### src/rtl/sideband_delay_pipe.sv
// -----------------------------------------------------------------------------
// sideband_delay_pipe
//
// Delay line for per-operand sideband data (sign, exponent, flags) in the
// floating-point MAC. Each entry travels through DEPTH register stages next to
// the multiplier/adder datapath, so it reaches the normalise/round stage in the
// same cycle as the matching mantissa result. Every stage has a valid bit. The
// pipe supports stall and flush, and it keeps a count of the valid stages.
//
// Parameters
//   WIDTH     sideband bits per entry ({sign, exponent[7:0]} by default), >= 1
//   DEPTH     number of register stages, equal to the latency in shift cycles, >= 1
//   CW        width of the occupancy count (derived, do not override)
//
// Ports
//   clock     rising-edge clock
//   resetn    asynchronous active-low reset; clears every stage
//   in_valid  an entry is present on in_data this cycle
//   in_data   sideband entry (don't-care when in_valid = 0)
//   stall     hold the whole pipe; the input is not captured
//   flush     invalidate every stage at the next edge (wins over stall)
//   out_valid valid bit of the last stage
//   out_data  data of the last stage; zero when out_valid = 0
//   inflight  number of valid stages
//   idle      high when inflight == 0
// -----------------------------------------------------------------------------
module sideband_delay_pipe #(
  parameter int WIDTH = 9,
  parameter int DEPTH = 10,
  parameter int CW    = $clog2(DEPTH + 1)
) (
  input  logic             clock,
  input  logic             resetn,
  input  logic             in_valid,
  input  logic [WIDTH-1:0] in_data,
  input  logic             stall,
  input  logic             flush,
  output logic             out_valid,
  output logic [WIDTH-1:0] out_data,
  output logic [CW-1:0]    inflight,
  output logic             idle
);

  // Stage 0 is the capture stage and stage DEPTH-1 drives the outputs.
  logic             v_q [DEPTH];
  logic [WIDTH-1:0] d_q [DEPTH];
  logic [CW-1:0]    inflight_q;

  // Action taken at the next edge, resolved in priority order.
  typedef enum logic [1:0] {
    OP_SHIFT,
    OP_HOLD,
    OP_FLUSH
  } op_e;

  op_e              op;
  logic [WIDTH-1:0] in_gated;
  logic [CW-1:0]    inflight_next;

  // NOTE: every signal driven from always_comb gets a default value first.
  //       This prevents a latch if a later branch forgets one of them.
  always_comb begin
    op = OP_SHIFT;
    if (flush) begin
      op = OP_FLUSH;
    end else if (stall) begin
      op = OP_HOLD;
    end
  end

  // An invalid stage always holds zero, so out_data is zero when out_valid is
  // low. The downstream logic needs no extra gating.
  assign in_gated = in_valid ? in_data : '0;

  // On a shift, the entry entering at stage 0 and the entry leaving from the
  // last stage can cancel out. Because the counter tracks the valid bits
  // exactly, it cannot go above DEPTH or below zero.
  assign inflight_next = inflight_q + CW'(in_valid) - CW'(v_q[DEPTH-1]);

  // NOTE: the stage array is cleared by the asynchronous reset. This is
  //       intentional: a reset mid-stream must discard every in-flight entry
  //       and leave each data field at zero.
  always_ff @(posedge clock or negedge resetn) begin
    if (!resetn) begin
      for (int k = 0; k < DEPTH; k++) begin
        v_q[k] <= 1'b0;
        d_q[k] <= '0;
      end
      inflight_q <= '0;
    end else begin
      unique case (op)
        OP_FLUSH: begin
          for (int k = 0; k < DEPTH; k++) begin
            v_q[k] <= 1'b0;
            d_q[k] <= '0;
          end
          inflight_q <= '0;
        end
        OP_HOLD: begin
          // Every stage and the count keep their values. The entry at the
          // output is presented again next cycle.
        end
        default: begin
          // NOTE: non-blocking assignments let every stage take the old value
          //       of its neighbour, whatever order the loop runs in.
          v_q[0] <= in_valid;
          d_q[0] <= in_gated;
          for (int k = 1; k < DEPTH; k++) begin
            v_q[k] <= v_q[k-1];
            d_q[k] <= d_q[k-1];
          end
          inflight_q <= inflight_next;
        end
      endcase
    end
  end

  // The outputs come straight from the last stage registers. There is no
  // combinational path from the inputs to the outputs.
  assign out_valid = v_q[DEPTH-1];
  assign out_data  = d_q[DEPTH-1];
  assign inflight  = inflight_q;
  assign idle      = (inflight_q == '0);

endmodule

### config.mk
export PLATFORM = sky130hd
export DESIGN_NAME = sideband_delay_pipe
export DESIGN_NICKNAME = d
export VERILOG_FILES = /design/src/rtl/sideband_delay_pipe.sv
export SDC_FILE = /design/constraint.sdc
export NUM_CORES = 1
export LEC_CHECK = 0
export ABC_AREA = 1
export CORE_MARGIN = 2
export CORE_UTILIZATION = 46
export DETAILED_ROUTE_END_ITERATION = 16
export PLACE_DENSITY = 0.65
export SYNTH_ARGS = -nofsm -noshare
export SYNTH_HDL_FRONTEND = slang
export SYNTH_SLANG_ARGS = --single-unit
### constraint.sdc
create_clock -name clock -period 2.97 [get_ports clock]
set_input_delay 0.594 -clock clock [delete_from_list [all_inputs] [get_ports clock]]
set_output_delay 0.594 -clock clock [all_outputs]
set_load 0.02 [all_outputs]
# Yosys cells after proc, flatten, opt, wreduce, memory -nomap -nowiden
# Cells that the tools add are included.
[op_classes]
add_sub_neg = 2
n_eq_ne = 2
n_mux = 6
n_reduce_logical = 1
[op_table]
columns = ["op", "n"]
rows = [
  ["$pmux W90 S2", 1],
  ["$pmux W10 S2", 1],
  ["$mux W9", 1],
  ["$pmux W4 S2", 1],
  ["$add A4 B1 Y4", 1],
  ["$logic_not A4 Y1", 1],
  ["$sub A4 B1 Y4", 1],
  ["$eq A2 B1 Y1 const B", 1],
  ["$eq A2 B2 Y1 const B", 1],
  ["$mux W2", 1],
  ["$mux W1", 1],
]
[totals]
regBits = 104
output_inout_bits = 15

# Logic depth before layout (Yosys ltp)
# Gate-level depths: netlist of run 1.
[logic_depth]
ltp_word = 4
ltp_mapped = 9
mapped_depth_nobuf = 9

# Worst setup path before layout of run 1
# No wires, ideal clock.
[synth_path]
path_type = "flip-flop to flip-flop"
startpoint = "register inflight_q[0], in the netlist inflight[0]"
endpoint = "register inflight_q[2], in the netlist inflight[2]"
setup_time_ps = 128
arrival_time_ps = 1651
path_slack_ps = 1191
path_stages_with_launch = 8
n_path_buf = 0
cell_sequence = "dfrtp_1 > inv_1 > ha_1 > inv_1 > ha_1 > fa_1 > xnor2_1 > o22ai_2"
[synth_between]
elab_chain_len = 3
[synth_rtl]
columns = ["element", "line", "source"]
rows = [
  ["start: declaration", "47", "logic [CW-1:0] inflight_q;"],
  ["start signal: assignment", "112", "inflight_q <= inflight_next;"],
  ["$add A4 B1 Y4", "78", "assign inflight_next = inflight_q + CW'(in_valid) - CW'(v_q[DEPTH-1]);"],
  ["$sub A4 B1 Y4", "78", ""],
  ["$pmux W4 S2", "91", "unique case (op)"],
]
# Every way passes these cells.
# A chain may end at the register's enable or synchronous reset.

# Final worst setup path of run 1
[layout_path]
startpoint = "register inflight_q[2], in the netlist inflight[2]"
endpoint = "output port idle"
[layout_between]
elab_chain_len = 1
[layout_rtl]
columns = ["element", "line", "source"]
rows = [
  ["$logic_not A4 Y1", "123", "assign idle = (inflight_q == '0);"],
  ["end: declaration", "41", "output logic idle"],
]
# Every way passes these cells.

==> results.cfg, run 1 <==
[global_routing]
grt_max_degree = 83
grt_pass1_vias = 2529
grt.total_usage_pct = 14.2
antenna_found_initial = 0
grt.overflow.total = 0
grt_first_pass_wirelength_um = 11300

[final_layout]
drive_gt1_share_pct = 6.07
diodes = 0
area_growth_pct = 9.67
stdcell_count = 520
nets = 427
fill_cells = 766
ff_latch_area_sq_um = 2600
multiInputGateArea_sq_um = 973

[cts]
clock_latency_ns = 0.35
cts_tree = yes
hold_buffers = 0
ctsHtreeMaxLevel = 3
clk_path_buf_depth = 2
clkSinkCount = 104
cts_resized = 0
clockRootBuffer = clkbuf_8
clk_pin_slew_ns = 0.09
post_cts_buffers = 0
cts_made_buffers = 9

[die]
io-pin-count = 29
core_area_sq_um = 8720
die_w_um = 99.0
row_count = 34
die_area_sq_um = 9810
start_util_pct = 47.6
die_h_um = 99.0

[timing]
fin_crit_sh_pct = 79.4
setup_viol = 0
slew_violations = 0
worst_pin_slew_ns = 0.748
tns_ns = 0
rsz0062_at_grt = no
hold_violations = 0
clock.fmax_mhz = 424
min_period_ns = 2.36
slew_headroom_pct = 50.1
skew_ns = 0.00829
holdWs_ns = 0.263

[logic_synthesis]
yosysUniqueCellTypes = 21
yosys.area.top_type = dfrtp_1
syn_area_sq_um = 4160
synth-seq-area-share_pct = 62.6
post_synth.cell_area_avg_sq_um = 10.5
synth_area_leaders = dfrtp_1 (63%), o22ai_1 (9.6%), inv_1 (8.2%), nand2_1 (3.6%), nand3_1 (2.9%)
synthesis.nets = 417
netlist_instances = 397
synth_top_area_share_pct = 62.6
ys_ff_latch = 104
yosys_warnings = 0

[drt]
ant_nets = 0
vias_per_cell = 4.91
first_pass_iters = 4
wl_per_cell_um = 12.4
drc_errors = 0
drt_iter0_drc = 140
vias = 2551
wl_um = 6440

[worst_setup_path]
critPathLaunchType = register
crit_path_max_fanout = 3
worst_setup_path_end_kind = output pin
criticalPathCategory = reg -> out
r2r_slack_ns = 1.22
worst_ep_required_time_ns = 2.38
rr_worst_depth = 6
cp.arrival_ns = 1.76

[flow_run]
drv_cap = 0

[power_and_ir_drop]
cellPowerDensity_nw_per_um2 = 523
leakagePower_nw = 2.00
p_total_mw = 2.38
irDropWorstVdd_v = 0.000215

[place]
post-dp-hpwl_um = 3900
port_buffers = 28
place_inst = 504
gp_congestion = 0.767

[status]
outcome = finished, final reports clean

[worst_hold_path]
hp-class = in -> async
-- placed cells by master (no fill, tap or decap), types with 2 or more instances in the layout --
master	instances
dfrtp_1	104
inv_1	91
o22ai_1	64
nand2_1	39
clkdlybuf4s50_1	27
nand3_1	24
o21ai_0	12
o21ai_1	12
clkbuf_8	10
ha_1	5
o22ai_2	4
clkinvlp_4	4
nor2_1	2
o31ai_1	2
clkbuf_1	2
buf_4	2
buf_12	2
-- cell type report --
type | count | area share, %
Clock buffer | 12 | 3.19
Tap cell | 108 | 2.97
Timing Repair Buffer | 31 | 7.14
Multi-Input combinational cell | 169 | 21.4
Clock inverter | 4 | 0.659
Sequential cell | 104 | 57.1
Inverter | 92 | 7.58
-- cells by family (layout without fill, tap and decap cells) --
| kind of cell | after synthesis | count (layout) | share of synthesized area (%) |
|---|---|---|---|
| AO/OA/AOI/OAI | 95 | 95 | 14.2 |
| XOR/XNOR | 1 | 1 | 0.211 |
| flip-flops | 104 | 104 | 62.6 |
| AND/OR/NAND/NOR | 67 | 67 | 6.96 |
| adder cells (fa/ha/maj) | 6 | 6 | 1.99 |
| buffers and inverters | 124 | 139 | 14.0 |
-- metrics by stage --
step | setup slack (ns) | area, sq um | utilization, %
2_1_floorplan | 1.19 | 4160 | -
3_3_place_gp | 0.610 | 4380 | 50.2
3_5_place_dp | 0.556 | 4380 | 50.2
4_1_cts | 0.584 | 4560 | 52.3
5_1_grt | 0.517 | 4560 | 52.3
6_report | 0.612 | 4560 | 52.3
-- Yosys cell counts (all sizes together) --
| cell type | count |
|---|---|
| o21ai | 24 |
| inv | 92 |
| clkbuf | 6 |
| o31ai | 2 |
| nand3 | 24 |
| a21oi | 1 |
| ha | 5 |
| nor2 | 3 |
| nand2 | 40 |
| fa | 1 |
| o22ai | 68 |
| buf | 26 |
| dfrtp | 104 |
| xnor2 | 1 |
-- layer usage --
| metal | GRT usage [%] | vias to the layer above | share of wire (%) |
|---|---|---|---|
| li1 | - | 1296 | - |
| met1 | 19.0 | 1213 | 49 |
| met2 | 22.9 | 35 | 46 |
| met3 | 3.69 | 7 | 4.3 |
| met4 | 4.74 | 0 | 1.4 |
| met5 | 0 | - | 0 |
-- critical path, stage by stage, from the launching register on --
cell	delay [ns]
dfrtp_1	0.39
inv_1	0.12
ha_1	0.16
nand2_1	0.05
nor2_1	0.08
clkdlybuf4s50_1	0.61
-- flip-flops by register name, summed over array words and instances, names as in the netlist --
name and count:
d_q 81, inflight 4, out_data 9, out_valid 1
v_q 9
-- where the power goes --
group	internal (mW)	switching [mW]
sequential	1.43	0.00522
combinational	0.0573	0.115
clock	0.328	0.447
total	1.81	0.568
-- worst paths after layout --
kind                        startpoint          end
hold / removal                  resetn  out_data[4]
max in group asynchronous       resetn       v_q[8]
setup reg to reg             out_valid  inflight[2]
min in group clock         out_data[0]  out_data[0]
hold reg to reg            out_data[0]  out_data[0]
setup / recovery           inflight[2]         idle
No activity file was read; power rests on OpenSTA's default activity.
==> run 2: changes to the inputs <==
- PLACE_DENSITY: 0.65 -> 0.67
- clock period: 2.97 -> 2.1 ns (I/O delays scaled with it)
==> run 2 against run 1 <==
  * Global-route usage down 0.77 points
  * Register-to-register slack worse by 0.94 ns
  * Via count up 0.51%
  * Non-clock buffer count up 4
  * Sequential share of layout area down 0.71 points
  * Sequential power up 42%
  * Flip-flop and latch count unchanged
  * Critical endpoint unchanged
  * Highest routed layer unchanged
==> results.cfg, run 2 (synthesis results as in run 1) <==
[status]
outcome = finished, final reports clean

[final_layout]
diodes = 0
area_growth_pct = 11.1
multiInputGateArea_sq_um = 973
fill_cells = 770
ff_latch_area_sq_um = 2600
top_register = d_q
largest_register_ffs = 81
drive_gt1_share_pct = 7.45
final_common_cell = dfrtp_1
nets = 431
layout_common_cells = dfrtp_1 (104), inv_1 (91), o22ai_1 (64)

[cts]
clk_pin_slew_ns = 0.09
clk_path_buf_depth = 2
cts_made_buffers = 9
clock_latency_ns = 0.36
cts_tree = yes
clkSinkCount = 104
clockRootBuffer = clkbuf_8
cts_resized = 1
post_cts_buffers = 0
ctsHtreeMaxLevel = 3
hold_buffers = 0

[worst_setup_path]
r2r_slack_ns = 0.28
crit_path_max_fanout = 3
r2r_start = out_valid
worst_setup_path_end_kind = output pin
cp.arrival_ns = 1.46
worst_ep_required_time_ns = 1.68
crit_start = inflight[2]
r2r_end = inflight[2]
criticalPathCategory = reg -> out
critPathLaunchType = register
rr_worst_depth = 6

[drt]
first_pass_iters = 6
drc_errors = 0
ant_nets = 0
vias = 2564
wl_per_cell_um = 11.7
drt_iter0_drc = 111
wl_um = 6150
vias_per_cell = 4.89

[power_and_ir_drop]
cellPowerDensity_nw_per_um2 = 738
irDropWorstVdd_v = 0.000445
p_total_mw = 3.40
leakagePower_nw = 2.05

[timing]
clock.fmax_mhz = 533
tns_ns = 0
fin_crit_sh_pct = 89.4
hold_violations = 0
min_period_ns = 1.88
slew_violations = 0
skew_ns = 0.0116
worst_pin_slew_ns = 0.623
setup_viol = 0
rsz0062_at_grt = no
slew_headroom_pct = 58.4

[worst_hold_path]
hp-class = in -> async

[die]
die_area_sq_um = 9810
start_util_pct = 47.6
row_count = 34
io-pin-count = 29
die_h_um = 99.0
die_w_um = 99.0
core_area_sq_um = 8720

[place]
gp_congestion = 0.713
post-dp-hpwl_um = 3790
port_buffers = 28

[global_routing]
grt_pass1_vias = 2387
grt_first_pass_wirelength_um = 10800
antenna_found_initial = 0
grt.total_usage_pct = 13.5
grt.overflow.total = 0
grt_max_degree = 105

[flow_run]
drv_cap = 0
run 2: cell types whose count changed in the layout (fill, tap and decap cells not counted), sizes merged, moves of 2 or more:
cell      before  now
inv           92   95
clkinv         0    2
clkinvlp       4    2
buf            4    8
clkbuf        12    9
run 2: through the flow:
step                      hold slack, ns  std cells  setup slack [ns]  instance area, sq um  util, %
final                             0.0917        524             0.222                  4610     52.9
after global routing               0.145        524            0.0728                  4610     52.9
after CTS                          0.128        524             0.192                  4610     52.9
after detailed placement           0.459        508             0.140                  4440     50.9
after global placement             0.456        508             0.191                  4440     50.9
after floorplan                    0.124        397             0.321                  4160        -
run 2: layer usage:
layer,track usage (%),wire [um],part of all wire (%)
met2,21.0,2780,45
met3,4.54,248,4.0
met1,18.3,3070,50
met5,0,0,0
met4,3.48,53,0.86
run 2: final cells by class:
cell class	instances	area share [%]
inverters	92	7.48
well taps	108	2.93
flip-flops and latches	104	56.4
repair buffers	35	8.22
clock inverters	7	1.19
clock buffers	9	2.68
multi-input cells	169	21.1
run 2: where the power goes:
part | switching, mW | internal [mW] | leakage [nW]
Combinational | 0.162 | 0.0880 | 0.512
Sequential | 0.00707 | 2.02 | 1.45
Clock | 0.683 | 0.443 | 0.0866
Total | 0.852 | 2.55 | 2.05
run 2: worst max-delay path by stage:
stage,endpoint,slack (ns),depth (start not counted)
6_report,idle,0.22,5
5_1_grt,idle,0.07,5
4_1_cts,idle,0.19,5
3_5_place_dp,v_q[1],0.14,5
3_3_place_gp,inflight[2],0.19,5
2_1_floorplan,inflight[2],0.32,7
run 2: critical path, stage by stage, from the launching register on:
cell and delay [ns]:
dfrtp_1 0.39, inv_1 0.11, ha_1 0.16, nand2_1 0.05, nor2_1 0.07, dlygate4sd2_1 0.33
